$ cat src/rtl/instruction_fetch.sv
// IF stage of the 5-stage MIPS pipeline: PC register, IF/ID register, RUN/HALT control.
// Optional retired-fetch counter on o_fetch_count when FETCH_COUNT_EN is defined.
module instruction_fetch #(
    parameter int                              PC_SIZE          = 32,
    parameter int                              INSTRUCTION_SIZE = 32,
    parameter logic [INSTRUCTION_SIZE-1:0]     HALT_INSTRUCTION = 32'hFFFFFFFF,
    parameter logic [INSTRUCTION_SIZE-1:0]     NOP_INSTRUCTION  = 32'h00000000
) (
    input  logic                        i_clk,
    input  logic                        i_reset,
    input  logic                        i_enable,
    input  logic                        i_stall,
    input  logic                        i_flush,
    input  logic                        i_jump,
    input  logic [PC_SIZE-1:0]          i_jump_addr,
    input  logic                        i_branch_taken,
    input  logic [PC_SIZE-1:0]          i_branch_addr,
    output logic [PC_SIZE-1:0]          o_imem_addr,
    input  logic [INSTRUCTION_SIZE-1:0] i_imem_data,
    output logic [INSTRUCTION_SIZE-1:0] o_instruction,
    output logic [PC_SIZE-1:0]          o_pc_next,
    output logic                        o_valid,
    output logic                        o_halt
`ifdef FETCH_COUNT_EN
    ,
    output logic [31:0]                 o_fetch_count
`endif
);

    typedef enum logic [0:0] {
        ST_RUN  = 1'b0,
        ST_HALT = 1'b1
    } state_t;

    localparam logic [PC_SIZE-1:0] PC_STEP    = {{(PC_SIZE-3){1'b0}}, 3'b100};
    localparam logic [PC_SIZE-1:0] ALIGN_MASK = {{(PC_SIZE-2){1'b1}}, 2'b00};

    state_t                        state_r;
    state_t                        state_next_s;
    logic [PC_SIZE-1:0]            pc_r;
    logic [PC_SIZE-1:0]            pc_load_s;
    logic [PC_SIZE-1:0]            pc_plus4_s;
    logic [INSTRUCTION_SIZE-1:0]   instr_r;
    logic [INSTRUCTION_SIZE-1:0]   instr_load_s;
    logic [PC_SIZE-1:0]            pc_next_r;
    logic [PC_SIZE-1:0]            pc_next_load_s;
    logic                          valid_r;
    logic                          valid_load_s;
    logic                          run_s;
    logic                          redirect_s;
    logic                          advance_s;
    logic                          halt_hit_s;

    // Qualify this edge's action: frozen, redirect, stall, or advance.
    always_comb begin
        pc_plus4_s = pc_r + PC_STEP;
        run_s      = (state_r == ST_RUN) && i_enable;
        redirect_s = run_s && (i_jump || i_branch_taken);
        advance_s  = run_s && !redirect_s && !i_stall;
        halt_hit_s = advance_s && !i_flush && (i_imem_data == HALT_INSTRUCTION);
    end

    // State register; HALT is left only through reset.
    always_ff @(posedge i_clk or posedge i_reset) begin
        if (i_reset) begin
            state_r <= ST_RUN;
        end else begin
            state_r <= state_next_s;
        end
    end

    // Next-state logic.
    always_comb begin
        state_next_s = state_r;
        case (state_r)
            ST_RUN: begin
                if (halt_hit_s) begin
                    state_next_s = ST_HALT;
                end else begin
                    state_next_s = ST_RUN;
                end
            end
            ST_HALT: state_next_s = ST_HALT;
            default: state_next_s = ST_RUN;
        endcase
    end

    // Outputs decoded from registered state.
    always_comb begin
        o_halt        = (state_r == ST_HALT);
        o_imem_addr   = pc_r;
        o_instruction = instr_r;
        o_pc_next     = pc_next_r;
        o_valid       = valid_r;
    end

    // PC next value: the halt word keeps PC parked on its own address.
    always_comb begin
        pc_load_s = pc_r;
        if (redirect_s) begin
            if (i_jump) begin
                pc_load_s = i_jump_addr & ALIGN_MASK;
            end else begin
                pc_load_s = i_branch_addr & ALIGN_MASK;
            end
        end else if (advance_s && !halt_hit_s) begin
            pc_load_s = pc_plus4_s & ALIGN_MASK;
        end else begin
            pc_load_s = pc_r;
        end
    end

    // IF/ID next value: flush beats redirect beats advance.
    always_comb begin
        instr_load_s   = instr_r;
        pc_next_load_s = pc_next_r;
        valid_load_s   = valid_r;
        if (run_s && i_flush) begin
            instr_load_s   = NOP_INSTRUCTION;
            pc_next_load_s = {PC_SIZE{1'b0}};
            valid_load_s   = 1'b0;
        end else if (redirect_s) begin
            instr_load_s   = NOP_INSTRUCTION;
            pc_next_load_s = pc_plus4_s;
            valid_load_s   = 1'b0;
        end else if (advance_s) begin
            instr_load_s   = i_imem_data;
            pc_next_load_s = pc_plus4_s;
            valid_load_s   = 1'b1;
        end else begin
            instr_load_s   = instr_r;
            pc_next_load_s = pc_next_r;
            valid_load_s   = valid_r;
        end
    end

    // PC and IF/ID registers.
    always_ff @(posedge i_clk or posedge i_reset) begin
        if (i_reset) begin
            pc_r      <= {PC_SIZE{1'b0}};
            instr_r   <= NOP_INSTRUCTION;
            pc_next_r <= {PC_SIZE{1'b0}};
            valid_r   <= 1'b0;
        end else begin
            pc_r      <= pc_load_s;
            instr_r   <= instr_load_s;
            pc_next_r <= pc_next_load_s;
            valid_r   <= valid_load_s;
        end
    end

`ifdef FETCH_COUNT_EN
    logic [31:0] fetch_count_r;
    logic        count_inc_s;

    // A valid IF/ID load is an advance that no flush cancelled.
    always_comb begin
        count_inc_s   = advance_s && !i_flush;
        o_fetch_count = fetch_count_r;
    end

    // Saturating count of valid IF/ID loads.
    always_ff @(posedge i_clk or posedge i_reset) begin
        if (i_reset) begin
            fetch_count_r <= 32'h00000000;
        end else if (count_inc_s && (fetch_count_r != 32'hFFFFFFFF)) begin
            fetch_count_r <= fetch_count_r + 32'h00000001;
        end else begin
            fetch_count_r <= fetch_count_r;
        end
    end
`endif

endmodule

$ cat config.mk
export PLATFORM = sky130hd
export DESIGN_NAME = instruction_fetch
export DESIGN_NICKNAME = d
export VERILOG_FILES = /design/src/rtl/instruction_fetch.sv
export SDC_FILE = /design/constraint.sdc
export NUM_CORES = 1
export LEC_CHECK = 0
export BUFFER_PORTS_ARGS = -buffer_cell sky130_fd_sc_hd__buf_2
export CAP_MARGIN = 20
export CORE_MARGIN = 2
export CORE_UTILIZATION = 49
export DETAILED_ROUTE_END_ITERATION = 7
export PLACE_DENSITY = 0.81
export SLEW_MARGIN = 10
export SYNTH_ARGS = -nofsm -noshare
export SYNTH_HDL_FRONTEND = slang
export SYNTH_SLANG_ARGS = --single-unit
$ cat constraint.sdc
create_clock -name i_clk -period 4.5 [get_ports i_clk]
set_clock_uncertainty 0.1 [all_clocks]
set_input_delay 0.9 -clock i_clk [delete_from_list [all_inputs] [get_ports i_clk]]
set_output_delay 0.9 -clock i_clk [all_outputs]
set_load 0.01 [all_outputs]
==> flow_summary.toml, run 1 <==
[routing]
dr.pass1.iters = 5
vias_per_cell = 5.782
ant_nets = 0
route.detailed.drc = 0
vias = 4539
wl_per_cell_um = 17.52
routed_wirelength_mm = 13.75
drtIter0Drc = 357

[global_routing]
grt_usage_pct = 25.79
grt_overflow = 0
antenna_found_initial = 0
grt_pass1_wl_mm = 22.68
grt_max_degree = 68
grt_pass1_vias = 4472

[sta]
period_minus_slack_ns = 2.979
hold_violations = 0
fmax_mhz = 335.7
worst_pin_slew_ns = 0.9205
drv_slew = 0
rsz0062_at_grt = "no"
setup-violations-final = 0
finalCritPeriodShare_pct = 66.21
fin_ws_ns = 1.521
fin_setup_tns_ns = 0
slew_headroom_pct = 38.63

[yosys]
postSynthAreaPerCell_um2 = 10.26
synthCells = 478
muxShareOfSynthArea_pct = 6.248
netlist_area_um2 = 4906
synth_compound_area_share_pct = 17.42
yosys.area_share.xor_xnor_pct = 4.999
async_reset_ff_share_pct = 100.0
yosys.area_share.simple_pct = 18.41
synth_ff_type = "dfrtp_1"
yosys_warnings = 0
ys_seq_area_share_pct = 47.95
synthAdderAreaFrac_pct = 0.2550
ys_seq_elements = 94
synth_top_family_by_area = "simple AND/OR/NAND/NOR gates"
synth_cell_types = 56
synth_edf_count = 0

[pwr]
swShare_pct = 32.02
p_leak_nw = 2.942
power_frac_clock_pct = 27.7
p_sw_uw = 694.4
comb_power_share_pct = 23.8
p_int_mw = 1.474
irDropWorstVdd_mv = 0.1728
power_frac_seq_pct = 48.5
p_per_area_nw_per_um2 = 352.9

[critical_path]
endpoint_kind = "flip-flop"
crit_end = "o_imem_addr[8]$_DFFE_PP0P_"
rrSetupSlack_ns = 1.66
worstReg2RegEnd = "o_imem_addr[8]$_DFFE_PP0P_"
worstPathRequired_ns = 4.65
worstSetupStartpoint = "i_branch_taken"
crit_fanout = 44
crit_path_start_kind = "input port"
rr_worst_depth = 5
critical_path_class = "in2reg"
cp_data_arrival_time_ns = 3.13
r2r-start = "o_halt$_DFF_PP0_"

[clocking]
clock_latency_ns = 0.37
post_cts_resized = 0
hold_buffers = 0
clk_pin_slew_ns = 0.09
cts_setup_buffers = 0
cts-root-buf = "clkbuf_8"
numCtsBuffers = 9
tritoncts = "done"
htree_levels = 3
clock_sinks = 94
cts_buffer_depth = 2

[final_layout]
final_nets = 752
drive_above_1_share_pct = 36.35
mostFrequentLayoutCells = "buf_2 (192), dfrtp_1 (94), nor3_1 (45)"
layout_commonest_cell = "buf_2"
area_delta_synth_final_pct = 25.27
antenna_cells = 0

[floorplanning]
die_area_um2 = 10830
die_x_um = 104.1
rows = 36
chipHeight_um = 104.1
io_pins = 201
initial_utilization_pct = 50.42
coreArea_um2 = 9729

[outcome]
status = "finished, final reports clean"

[placed_design]
post-place-ws_ns = 1.120
gp_congestion = 0.8094
numPortBuffers = 192
hpwl_mm = 9.961

[job]
maxCapViolCount = 0

[hold_path]
holdCritPathClass = "reg2reg"
min_from = "o_pc_next[20]$_DFFE_PP0P_"
## power groups by stage
stage          combinational (mW)  sequential, mW  clock [mW]
5_1_grt                     0.563            1.07       0.643
2_1_floorplan               0.279            1.08           0
6_report                    0.515            1.05       0.602
4_1_cts                     0.518            1.05       0.608
3_5_place_dp                0.516            1.07           0
3_3_place_gp                0.502            1.06           0
## per-stage QoR
step / power, mW / hold slack [ns] / instance area (µm²) / instances / utilization [%]
2_1_floorplan: 1.359 / 0.4162 / 4917 / 481 / -
3_3_place_gp: 1.562 / 0.3609 / 5927 / 769 / 60.92
4_1_cts: 2.176 / 0.3895 / 6146 / 785 / 63.17
5_1_grt: 2.275 / 0.4127 / 6146 / 785 / 63.17
6_report: 2.169 / 0.3852 / 6146 / 785 / 63.17
3_5_place_dp: 1.582 / 0.3686 / 5942 / 770 / 61.07
## metal layers
layer	GRT usage (%)	vias up	share of wire, %
met5	0	-	0
met4	6.757	0	1.3
met3	5.827	19	6.9
met2	43.66	188	50
met1	33.55	2221	41
li1	-	2111	-
## cell usage after synthesis, drive strengths merged, types with 7 or more instances
cell	instances	share of area, %
mux2i	25	5.1
inv	8	0.61
a32o	13	2.7
nor2	15	1.1
xnor2	21	3.7
nor3	49	5.3
clkbuf	31	2.4
a22o	31	5.5
xor2	7	1.2
o31ai	7	1.2
o21ai	27	2.8
nand4	17	2.4
buf	13	1.6
nand3	11	1.1
dfrtp	94	48
nand2	41	3.1
## worst max-delay path, cell delays in order
cell and delay, ns:
buf_2 0.12, nor4_2 0.55, o31a_2 0.86, nor2_1 0.30, a221oi_1 0.37
## final cells by class
cell class              instances  area [µm²]
inverters                       8       32.53
fillers                       846        3583
flip-flops and latches         94        2352
clock buffers                  11       131.4
multi-input cells             335        2362
well taps                     133       166.4
clock inverters                 4       72.57
repair buffers                200        1028
## flip-flops by register name, indices dropped and copies added, names as in the netlist
name           count
o_pc_next         30
o_halt             1
o_imem_addr       30
o_valid            1
o_instruction     32
## how the worst min path moves through the flow
stage                                 to  slack, ns  cells after the start
6_report       o_pc_next[20]$_DFFE_PP0P_       0.39                      2
5_1_grt        o_pc_next[10]$_DFFE_PP0P_       0.41                      2
4_1_cts        o_pc_next[18]$_DFFE_PP0P_       0.39                      2
3_5_place_dp    o_pc_next[7]$_DFFE_PP0P_       0.37                      2
3_3_place_gp   o_pc_next[22]$_DFFE_PP0P_       0.36                      2
2_1_floorplan  o_pc_next[11]$_DFFE_PP0P_       0.42                      2
## kinds of logic (layout without fill, tap and decap cells)
kind of cell / Yosys count / count (layout)
AND/OR/NAND/NOR: 164 / 164
adder cells (fa/ha/maj): 1 / 1
XOR/XNOR: 28 / 28
other: 1 / 4
multiplexers: 30 / 30
flip-flops: 94 / 94
buffers and inverters: 52 / 223
AO/OA/AOI/OAI: 108 / 108
(Power assumes the default switching activity.)
==> run 2: changes to the inputs <==
==> constraint.sdc (replaced) <==
create_clock -name i_clk -period 3 [get_ports i_clk]
set_clock_uncertainty 0.1 [all_clocks]
set_input_delay 0.6 -clock i_clk [delete_from_list [all_inputs] [get_ports i_clk]]
set_output_delay 0.6 -clock i_clk [all_outputs]
set_load 0.01 [all_outputs]
==> run 2 against run 1 <==
Sequential cell count is the same. Setup slack worse by 0.93 ns. Combinational power is 52% higher. Via count increased by 2.1%. Clock power increased by 57%. Cell count rose by 1.4%. Final area up 2.1%. Register-to-register slack lost 1.1 ns. Critical path type is now reg2reg. Largest cell class unchanged. Largest power group unchanged. Highest routed layer unchanged.
==> flow_summary.toml, run 2 (synthesis results as in run 1) <==
[outcome]
status = "finished, final reports clean"

[floorplanning]
die_x_um = 104.1
rows = 36
io_pins = 201
die_area_um2 = 10830
initial_utilization_pct = 50.42
coreArea_um2 = 9729
chipHeight_um = 104.1

[clocking]
htree_levels = 3
numCtsBuffers = 9
cts_setup_buffers = 0
clk_pin_slew_ns = 0.09
hold_buffers = 0
clock_latency_ns = 0.36
cts-root-buf = "clkbuf_8"
clock_sinks = 94
tritoncts = "done"
post_cts_resized = 0
cts_buffer_depth = 2

[final_layout]
fin_cells = 796
layout_commonest_cell = "buf_2"
utilization_pct = 64.47
fillers = 838
final_nets = 762
final-seq-area_um2 = 2352
antenna_cells = 0
largest_register_ffs = 32
multi_input_comb_area_um2 = 2362
mostFrequentLayoutCells = "buf_2 (192), dfrtp_1 (94), nor3_1 (45)"
area_delta_synth_final_pct = 27.85
drive_above_1_share_pct = 37.56
fin_area_um2 = 6272

[critical_path]
crit_chain = "nand4_2 -> nor4_2 -> nand4_1 -> xor2_1 -> a221oi_1"
cp.depth = 5
worst_path_largest_cell_delay_ns = 0.72
worstSetupStartpoint = "o_imem_addr[6]$_DFFE_PP0P_"
path_buf_inv = 0
endpoint_kind = "flip-flop"
critical_path_class = "reg2reg"
cpLargestDelayFamily = "simple AND/OR/NAND/NOR gates"
worstReg2RegEnd = "o_imem_addr[30]$_DFFE_PP0P_"
crit_path_start_kind = "flip-flop"
crit_fanout = 8
cp_data_arrival_time_ns = 2.57
crit_end = "o_imem_addr[30]$_DFFE_PP0P_"
worstPathRequired_ns = 3.17
rrSetupSlack_ns = 0.59
cpMaxStageDelayCell = "nor4_2"
rr_worst_depth = 5
r2r-start = "o_imem_addr[6]$_DFFE_PP0P_"

[global_routing]
antenna_found_initial = 0
grt_pass1_wl_mm = 22.86
grt_usage_pct = 26.39
grt_overflow = 0
grt_pass1_vias = 4541
grt_max_degree = 55

[pwr]
p_leak_nw = 3.003
irDropWorstVdd_mv = 0.2469
p_per_area_nw_per_um2 = 527.3
power_mw = 3.307

[routing]
dr.pass1.iters = 5
vias_per_cell = 5.820
vias = 4633
routed_wirelength_mm = 14.10
drtIter0Drc = 351
wl_per_cell_um = 17.72
route.detailed.drc = 0
ant_nets = 0

[sta]
fin_setup_tns_ns = 0
slew_headroom_pct = 53.50
period_minus_slack_ns = 2.405
finalCritPeriodShare_pct = 80.18
fmax_mhz = 415.7
worst_pin_slew_ns = 0.6918
fin_ws_ns = 0.5946
whs_ns = 0.1164
setup-violations-final = 0
hold_violations = 0
drv_slew = 0
rsz0062_at_grt = "no"

[placed_design]
placed_area_um2 = 6048
gp_congestion = 0.8731
post-place-ws_ns = 0.2611
dp_cells = 780
numPortBuffers = 192
hpwl_mm = 10.45

[hold_path]
holdCritPathClass = "in2async"

[job]
maxCapViolCount = 0
[run 2: worst reg2reg max path, stage by stage (launching register included)]
cell and delay, ns:
dfrtp_1 0.49, nand4_2 0.31, nor4_2 0.73, nand4_1 0.21, xor2_1 0.21, a221oi_1 0.27
[run 2: area by class of cell]
type / count / share of cell area (%)
Sequential cell: 94 / 37.50
Timing Repair Buffer: 210 / 18.07
Clock buffer: 11 / 2.254
Inverter: 8 / 0.5386
Multi-Input combinational cell: 335 / 37.66
Tap cell: 133 / 2.653
Clock inverter: 5 / 1.317
[run 2: metal layers]
layer	share of wire (%)	vias to the layer above	global-route usage [%]	routed length, µm
li1	-	2150	-	-
met1	42	2251	34.65	5862
met2	50	186	43.14	7034
met3	5.3	46	4.574	752
met4	3.2	0	11.58	452
met5	0	-	0	0
[run 2: report_power, final]
part           internal [mW]  switching, mW  total (mW)
sequential              1.41          0.164        1.58
clock                  0.493          0.451       0.944
combinational          0.344          0.441       0.785
total                   2.25           1.06        3.31
[run 2: worst min-delay path by stage]
stage	slack, ns	cells past startpoint	from	end
floorplan	0.42	2	o_pc_next[11]$_DFFE_PP0P_	o_pc_next[11]$_DFFE_PP0P_
global placement	0.36	2	o_pc_next[22]$_DFFE_PP0P_	o_pc_next[22]$_DFFE_PP0P_
detailed placement	0.37	2	o_pc_next[24]$_DFFE_PP0P_	o_pc_next[24]$_DFFE_PP0P_
CTS	0.11	2	i_reset	o_instruction[21]$_DFFE_PP0P_
global route	0.13	2	i_reset	o_halt$_DFF_PP0_
finish	0.12	2	i_reset	o_instruction[31]$_DFFE_PP0P_
